### src/rtl/trace_ctrl_pkg.sv
// Shared types and helpers for the trace buffer sequencing controller.
// No logic of its own.
// Not applicable (no handshakes).
package trace_ctrl_pkg;

  // Controller states; explicit encoding keeps waveforms readable across builds.
  typedef enum logic [2:0] {
    IDLE      = 3'd0,
    ARMED     = 3'd1,
    POST      = 3'd2,
    DUMP_ADDR = 3'd3,
    DUMP_DATA = 3'd4
  } tc_state_e;

  // Post-trigger write count, limited to the buffer depth: capturing more than
  // one buffer's worth after the trigger would overwrite the trigger point itself.
  function automatic int unsigned tc_clamp(input int unsigned post_trig,
                                           input int unsigned tb_size);
    return (post_trig > tb_size) ? tb_size : post_trig;
  endfunction

endpackage

### src/rtl/trace_buffer_ctrl.sv
// Arms/stops trace capture around a trigger and dumps the captured window oldest-first.
// First beat RAM_LATENCY+1 cycles after dump_req; one beat per RAM_LATENCY+1 cycles.
// rd_valid is held with a stable address until rd_ready; no rd_ready->rd_valid path.
module trace_buffer_ctrl
  import trace_ctrl_pkg::*;
#(
  parameter int unsigned TB_SIZE     = 64,
  parameter int unsigned RAM_LATENCY = 1,
  localparam int AW = $clog2(TB_SIZE)
) (
  input  logic          clk,
  input  logic          rst_n,
  input  logic          arm,
  input  logic          trigger,
  input  logic [AW:0]   post_trig,
  input  logic          dump_req,
  input  logic          valid_in,
  input  logic          inc_tb_ptr,
  output logic          tracing,
  output logic [AW-1:0] tb_read_address,
  output logic          rd_valid,
  input  logic          rd_ready,
  output logic          rd_last,
  output logic [AW:0]   fill,
  output logic          busy,
  output logic          done
);

  localparam logic [AW:0]   FULL     = (AW+1)'(TB_SIZE);
  localparam logic [AW:0]   ONE      = (AW+1)'(1);
  localparam logic [AW-1:0] PTR_ONE  = AW'(1);
  localparam logic [1:0]    LAT_LAST = 2'(RAM_LATENCY - 1);

  tc_state_e     state;
  logic [AW-1:0] wr_ptr;
  logic [AW-1:0] start;
  logic [AW-1:0] oldest;
  logic [AW-1:0] rd_idx;
  logic [AW-1:0] rd_idx_next;
  logic [AW:0]   cnt;
  logic [AW:0]   trig_cnt;
  logic [1:0]    lat;
  logic          done_q;
  logic          wr;
  logic          hs;
  logic          last_beat;

  // Everything visible to the buffer and host is decoded from registered state.
  assign tracing     = (state == ARMED) || (state == POST);
  assign rd_valid    = (state == DUMP_DATA);
  assign busy        = (state != IDLE);
  assign done        = done_q;
  assign wr          = tracing & valid_in & inc_tb_ptr;
  assign hs          = rd_valid & rd_ready;
  assign last_beat   = ({1'b0, rd_idx} == (fill - ONE));
  assign rd_last     = rd_valid & last_beat;
  assign rd_idx_next = rd_idx + PTR_ONE;
  // fill == TB_SIZE wraps to 0 in AW bits, giving oldest == wr_ptr as required.
  assign oldest      = wr_ptr - fill[AW-1:0];
  assign trig_cnt    = (AW+1)'(tc_clamp(32'(post_trig), TB_SIZE));

  // Mirror of the buffer's write pointer and the count of entries captured since arm.
  always_ff @(posedge clk or negedge rst_n) begin
    if (!rst_n) begin
      wr_ptr <= '0;
      fill   <= '0;
    end else begin
      if (wr) wr_ptr <= wr_ptr + PTR_ONE;
      // arm is only honoured in IDLE (where no write can occur) and loses to dump_req.
      if (state == IDLE && arm && !dump_req) fill <= '0;
      else if (wr && fill != FULL)           fill <= fill + ONE;
    end
  end

  // Capture/dump sequencing, read-address generation and the done pulse.
  always_ff @(posedge clk or negedge rst_n) begin
    if (!rst_n) begin
      state           <= IDLE;
      cnt             <= '0;
      rd_idx          <= '0;
      lat             <= '0;
      start           <= '0;
      tb_read_address <= '0;
      done_q          <= 1'b0;
    end else begin
      done_q <= 1'b0;
      case (state)
        IDLE: begin
          if (dump_req) begin
            state           <= DUMP_ADDR;
            rd_idx          <= '0;
            lat             <= '0;
            start           <= oldest;
            tb_read_address <= oldest;
            // An empty window completes immediately: done shows in the DUMP_ADDR cycle.
            done_q          <= (fill == '0);
          end else if (arm) begin
            state <= ARMED;
          end
        end
        ARMED: begin
          // A write on the trigger cycle is pre-trigger history, so it is not counted here.
          if (trigger) begin
            cnt   <= trig_cnt;
            state <= (trig_cnt == '0) ? IDLE : POST;
          end
        end
        POST: begin
          if (wr) begin
            cnt <= cnt - ONE;
            if (cnt == ONE) state <= IDLE;
          end
        end
        DUMP_ADDR: begin
          if (fill == '0)            state <= IDLE;
          else if (lat == LAT_LAST)  state <= DUMP_DATA;
          else                       lat   <= lat + 2'd1;
        end
        DUMP_DATA: begin
          if (hs) begin
            if (last_beat) begin
              state  <= IDLE;
              done_q <= 1'b1;
            end else begin
              rd_idx          <= rd_idx_next;
              tb_read_address <= start + rd_idx_next;
              lat             <= '0;
              state           <= DUMP_ADDR;
            end
          end
        end
        default: state <= IDLE;
      endcase
    end
  end

endmodule

### config.mk
export PLATFORM = sky130hd
export DESIGN_NAME = trace_buffer_ctrl
export DESIGN_NICKNAME = d
export VERILOG_FILES = /design/src/rtl/trace_ctrl_pkg.sv /design/src/rtl/trace_buffer_ctrl.sv
export SDC_FILE = /design/constraint.sdc
export NUM_CORES = 1
export LEC_CHECK = 0
export ABC_CLOCK_PERIOD_IN_PS = 3300
export BUFFER_PORTS_ARGS = -buffer_cell sky130_fd_sc_hd__buf_2
export CAP_MARGIN = 10
export CORE_MARGIN = 5
export CORE_UTILIZATION = 59
export CTS_CLUSTER_DIAMETER = 50
export DETAILED_ROUTE_END_ITERATION = 10
export PLACE_DENSITY = 0.8
export SYNTH_ARGS = -nofsm -noshare
export SYNTH_HDL_FRONTEND = slang
export SYNTH_SLANG_ARGS = --single-unit
### constraint.sdc
create_clock -name clk -period 3.3 [get_ports clk]
set_input_delay 0.66 -clock clk [delete_from_list [all_inputs] [get_ports clk]]
set_output_delay 0.66 -clock clk [all_outputs]
set_load 0.02 [all_outputs]
Word level (Yosys, flattened, before mapping). Cells that the tools add are included. Widths: inputs -> output; s select.

Flip-flop bits (word level): 44. Input bits: 15. Output and inout port bits: 18.

Add/subtract/negate cells: 8. Magnitude comparators: 1. Equal/unequal tests: 17. Muxes and demuxes: 35. Bitwise gates (word level): 4. Reduce and logical (&&, ||, !) cells: 19.

Operator list (count): $mux 6 (6); $mux 7 (5); $mux 3 (8); $pmux 6 s2 (2); $pmux 3 s5 (1); $logic_not 7->1 (2); $mux 2 (7); $pmux 7 s2 (1); $sub 7x1->7 const B (2); $add 6x1->6 const B (2); $ne 2x2->1 const B (6); $reduce_and 6->1 (2); $add 7x1->7 const B (1); $eq 6x7->1 (1); $eq 7x1->1 const B (1); $gt 7x7->1 const B (1); $ne 7x7->1 const B (1); $add 6x6->6 (1); $eq 3x2->1 const B (2); $ne 3x3->1 const B (2); $pmux 2 s3 (1); $reduce_bool 2->1 (3); $reduce_bool 3->1 (2); $sub 6x6->6 (1); other kinds (15) (23).

Depth between registers and ports, before layout.
Word-level depth: 7. Mapped depth: 10.

Least setup slack after synthesis. No wires, ideal clock.

Kind: register -> output. Start: reg fill[0]. End: out rd_last. Arrival time: 2.079 ns. Data required time: 2.640 ns. Setup slack: 0.561 ns. Stages on the path, launching flop included: 7. Cell sequence: dfrtp_1 > inv_1 > ha_1 > xnor2_1 > a2111oi_4 > nand2_1 > nor2_1.

Longest elaborated chain between the ends: 3.

RTL lines: from (decl) (RTL line trace_buffer_ctrl.sv:24) `output logic [AW:0] fill,`; from (signal assigned) (RTL line trace_buffer_ctrl.sv:71) `else if (wr && fill != FULL) fill <= fill + ONE;`; $sub 7x1->7 (RTL line trace_buffer_ctrl.sv:55) `assign last_beat = ({1'b0, rd_idx} == (fill - ONE));`; $eq 6x7->1 (RTL line trace_buffer_ctrl.sv:55); $and 1x1->1 (RTL line trace_buffer_ctrl.sv:56) `assign rd_last = rd_valid & last_beat;`; to (decl) (RTL line trace_buffer_ctrl.sv:23) `output logic rd_last,`.

Every way passes these cells.

Worst setup path in the final report. Same ends and word-level chain as after synthesis.

==> qor.yml <==
finClkSkew_ns: 0.005486
seqCellArea_sq_um: 1101
crit_type: "flip-flop to primary output"
antenna_cells: 0
syn_nets: 351
clkTransAtPathRegs_ns: 0.08
nets: 382
cts_tree: "done"
fp.dieW_um: 80.43
holdPathEnd: "lat[0]$_DFFE_PN0P_"
async_flop_share_pct: 100.0
hp-start: "lat[0]$_DFFE_PN0P_"
tightest_slew_ns: 0.9855
synth_top_area_share_pct: 37.62
clock.fmax_mhz: 318.2
synthCells: 316
io_buffers: 32
avgSynthCellArea_sq_um: 9.261
overflow: 0
gp_congestion: 0.8537
cts_buffers: 5
slew_headroom_pct: 34.30
hold_buffers: 0
timing.final.crit_share_pct: 95.22
synth_edf_count: 0
pin_count: 33
status: "complete, no violations"
cts_max_level: 2
syn2layout_area_growth_pct: 10.99
power.static_leakage_nw: 1.499
synth_area_leader_cell: "dfrtp_1"
cts_setup_buffers: 0
die_area_sq_um: 6469
slew_violations: 0
tns_ns: 0
syn_area_sq_um: 2927
clk_latency_ns: 0.30
wirelength_um: 6447
drive_gt1_share_pct: 18.10
synth_top_flop_cell: "dfrtp_1"
core_area_sq_um: 4755
ant_nets: 0
initial_core_util_pct: 61.55
finalNonFillerCells: 415
cts_sinks: 44
drtIter0Drc: 132
vdd_drop_max_v: 0.0006243
rr_worst_depth: 7
first_pass_iters: 4
rows: 25
route.detailed.drc: 0
post_cts_resized: 0
avgViaCountPerCell: 5.829
worst_hold_path.num_cells: 1
grt_antenna_before_repair: 0
ys_ff_latch: 44
synth.distinct_cells: 58
hold_path.class: "flip-flop to flip-flop"
r2r_end: "tb_read_address[4]$_DFFE_PN0P_"
fillers: 391
path_max_fanout: 7
track_usage_pct: 22.13
grt_pass1_wl_um: 11220
cap_viol_max_count: 0
setup.worst_path.end_class: "primary output"
netlist_top_cells_area: "dfrtp_1 38%, ha_1 7.7%, xnor2_1 6.0%, o21ai_0 4.4%, nor2_1 3.3%"
finalCriticalPeriod_ns: 3.142
rsz0062_at_grt: "no"
routedWlPerCell_um: 15.53
ys_seq_area_share_pct: 37.62
arrival_ns: 2.48
chipHeight_um: 80.43
yosys_warnings: 0
worst_ep_required_time_ns: 2.64
crit_path_start_kind: "flip-flop"
multiInputGateArea_sq_um: 1687
cts_root_buffer: "clkbuf_8"
cts.path.max_buffers: 2
dp.cells: 407
r2r-start: "fill[0]$_DFFE_PN0P_"
powerDensity_nw_per_um2: 980.8
dp_hpwl_um: 4776
setup_violations: 0
grt_max_degree: 45
grt_pass1_vias: 2435
hold_violations: 0
vias: 2419
reg2reg_slack_ns: 0.65
-- area by class of cell --
| type | instances | area share, % |
|---|---|---|
| Tap cell | 67 | 2.581 |
| Sequential cell | 44 | 33.90 |
| Clock inverter | 1 | 0.9245 |
| Clock buffer | 7 | 2.966 |
| Multi-Input combinational cell | 242 | 51.93 |
| Timing Repair Buffer | 34 | 5.393 |
| Inverter | 20 | 2.311 |
-- per-layer routing --
layer | wire length (um) | global-route usage, %
met1 | 2926 | 28.18
met4 | 116 | 7.095
met5 | 0 | 0
met3 | 294 | 4.596
met2 | 3109 | 37.50
-- critical path, stage by stage, from the launching register on --
cell and delay, ns:
dfrtp_1 0.54, inv_1 0.13, ha_1 0.35, xnor2_1 0.18, a2111oi_4 0.54, nand2_1 0.14
nor2_1 0.13, buf_2 0.18
-- cell usage in the layout, fill, tap and decap left out, drive strengths merged, types with 2 or more instances in the layout --
cell	instances
a22oi	2
nand4	2
o21ai	27
a32oi	2
a31oi	5
buf	34
nand2b	2
ha	18
and3	7
a21oi	17
dfrtp	44
a21o	5
nor2b	2
and2	2
a211oi	3
nand2	26
o21a	2
mux2	7
fa	2
nor3	12
nand3b	2
xnor2	20
nor4	2
clkbuf	7
nor3b	5
inv	19
nand3	16
a22o	3
nor2	27
o22a	2
xor2	10
-- how the worst max path moves through the flow --
stage,start,end,slack [ns],cells past startpoint
after floorplan,fill[0]$_DFFE_PN0P_,rd_last,0.56,6
after global placement,fill[0]$_DFFE_PN0P_,rd_last,0.61,7
after detailed placement,fill[0]$_DFFE_PN0P_,rd_last,0.55,7
after CTS,fill[0]$_DFFE_PN0P_,rd_last,0.19,7
after global routing,fill[0]$_DFFE_PN0P_,rd_last,0.03,7
final,fill[0]$_DFFE_PN0P_,rd_last,0.16,7
-- synthesized netlist by cell type, types with 4 or more instances --
cell / number
dfrtp_1: 44
nor2_1: 26
o21ai_0: 26
nand2_1: 25
xnor2_1: 20
inv_1: 19
ha_1: 18
a21oi_1: 16
nand3_1: 16
nor3_1: 11
xor2_1: 10
mux2_2: 6
a31oi_1: 5
and3_1: 5
nor3b_1: 5
clkbuf_1: 4
-- where the power goes --
part	switching (mW)	internal [mW]	total, mW	leakage (nW)
sequential	0.222	0.731	0.954	0.568
clock	0.188	0.267	0.455	0.0645
combinational	1.03	0.746	1.78	0.867
total	1.44	1.74	3.19	1.50
-- flip-flops by register name, indices dropped and copies added (netlist names) --
name / count
cnt: 7
tb_read_address: 6
rd_idx: 6
lat: 2
fill: 7
done: 1
wr_ptr: 6
state: 3
start: 6
-- cells by family (layout without fill, tap and decap cells) --
family | Yosys count | in the layout | share of synthesized area [%]
AO/OA/AOI/OAI | 77 | 77 | 17.70
flip-flops | 44 | 44 | 37.62
multiplexers | 8 | 8 | 3.163
XOR/XNOR | 30 | 30 | 8.978
AND/OR/NAND/NOR | 107 | 107 | 18.73
buffers and inverters | 30 | 62 | 4.745
adder cells (fa/ha/maj) | 20 | 20 | 9.064
-- per-stage QoR --
step / total power [mW] / util, % / cell area (sq um) / hold slack, ns / setup WS, ns
2_1_floorplan: 2.292 / - / 2927 / 0.3644 / 0.5611
3_3_place_gp: 2.669 / 65.66 / 3122 / 0.4635 / 0.6136
3_5_place_dp: 2.727 / 65.66 / 3122 / 0.4759 / 0.5485
4_1_cts: 3.194 / 68.32 / 3248 / 0.4876 / 0.1869
5_1_grt: 3.474 / 68.32 / 3248 / 0.5144 / 0.03414
6_report: 3.186 / 68.32 / 3248 / 0.4798 / 0.1578
No activity file was read; power rests on OpenSTA's default activity.
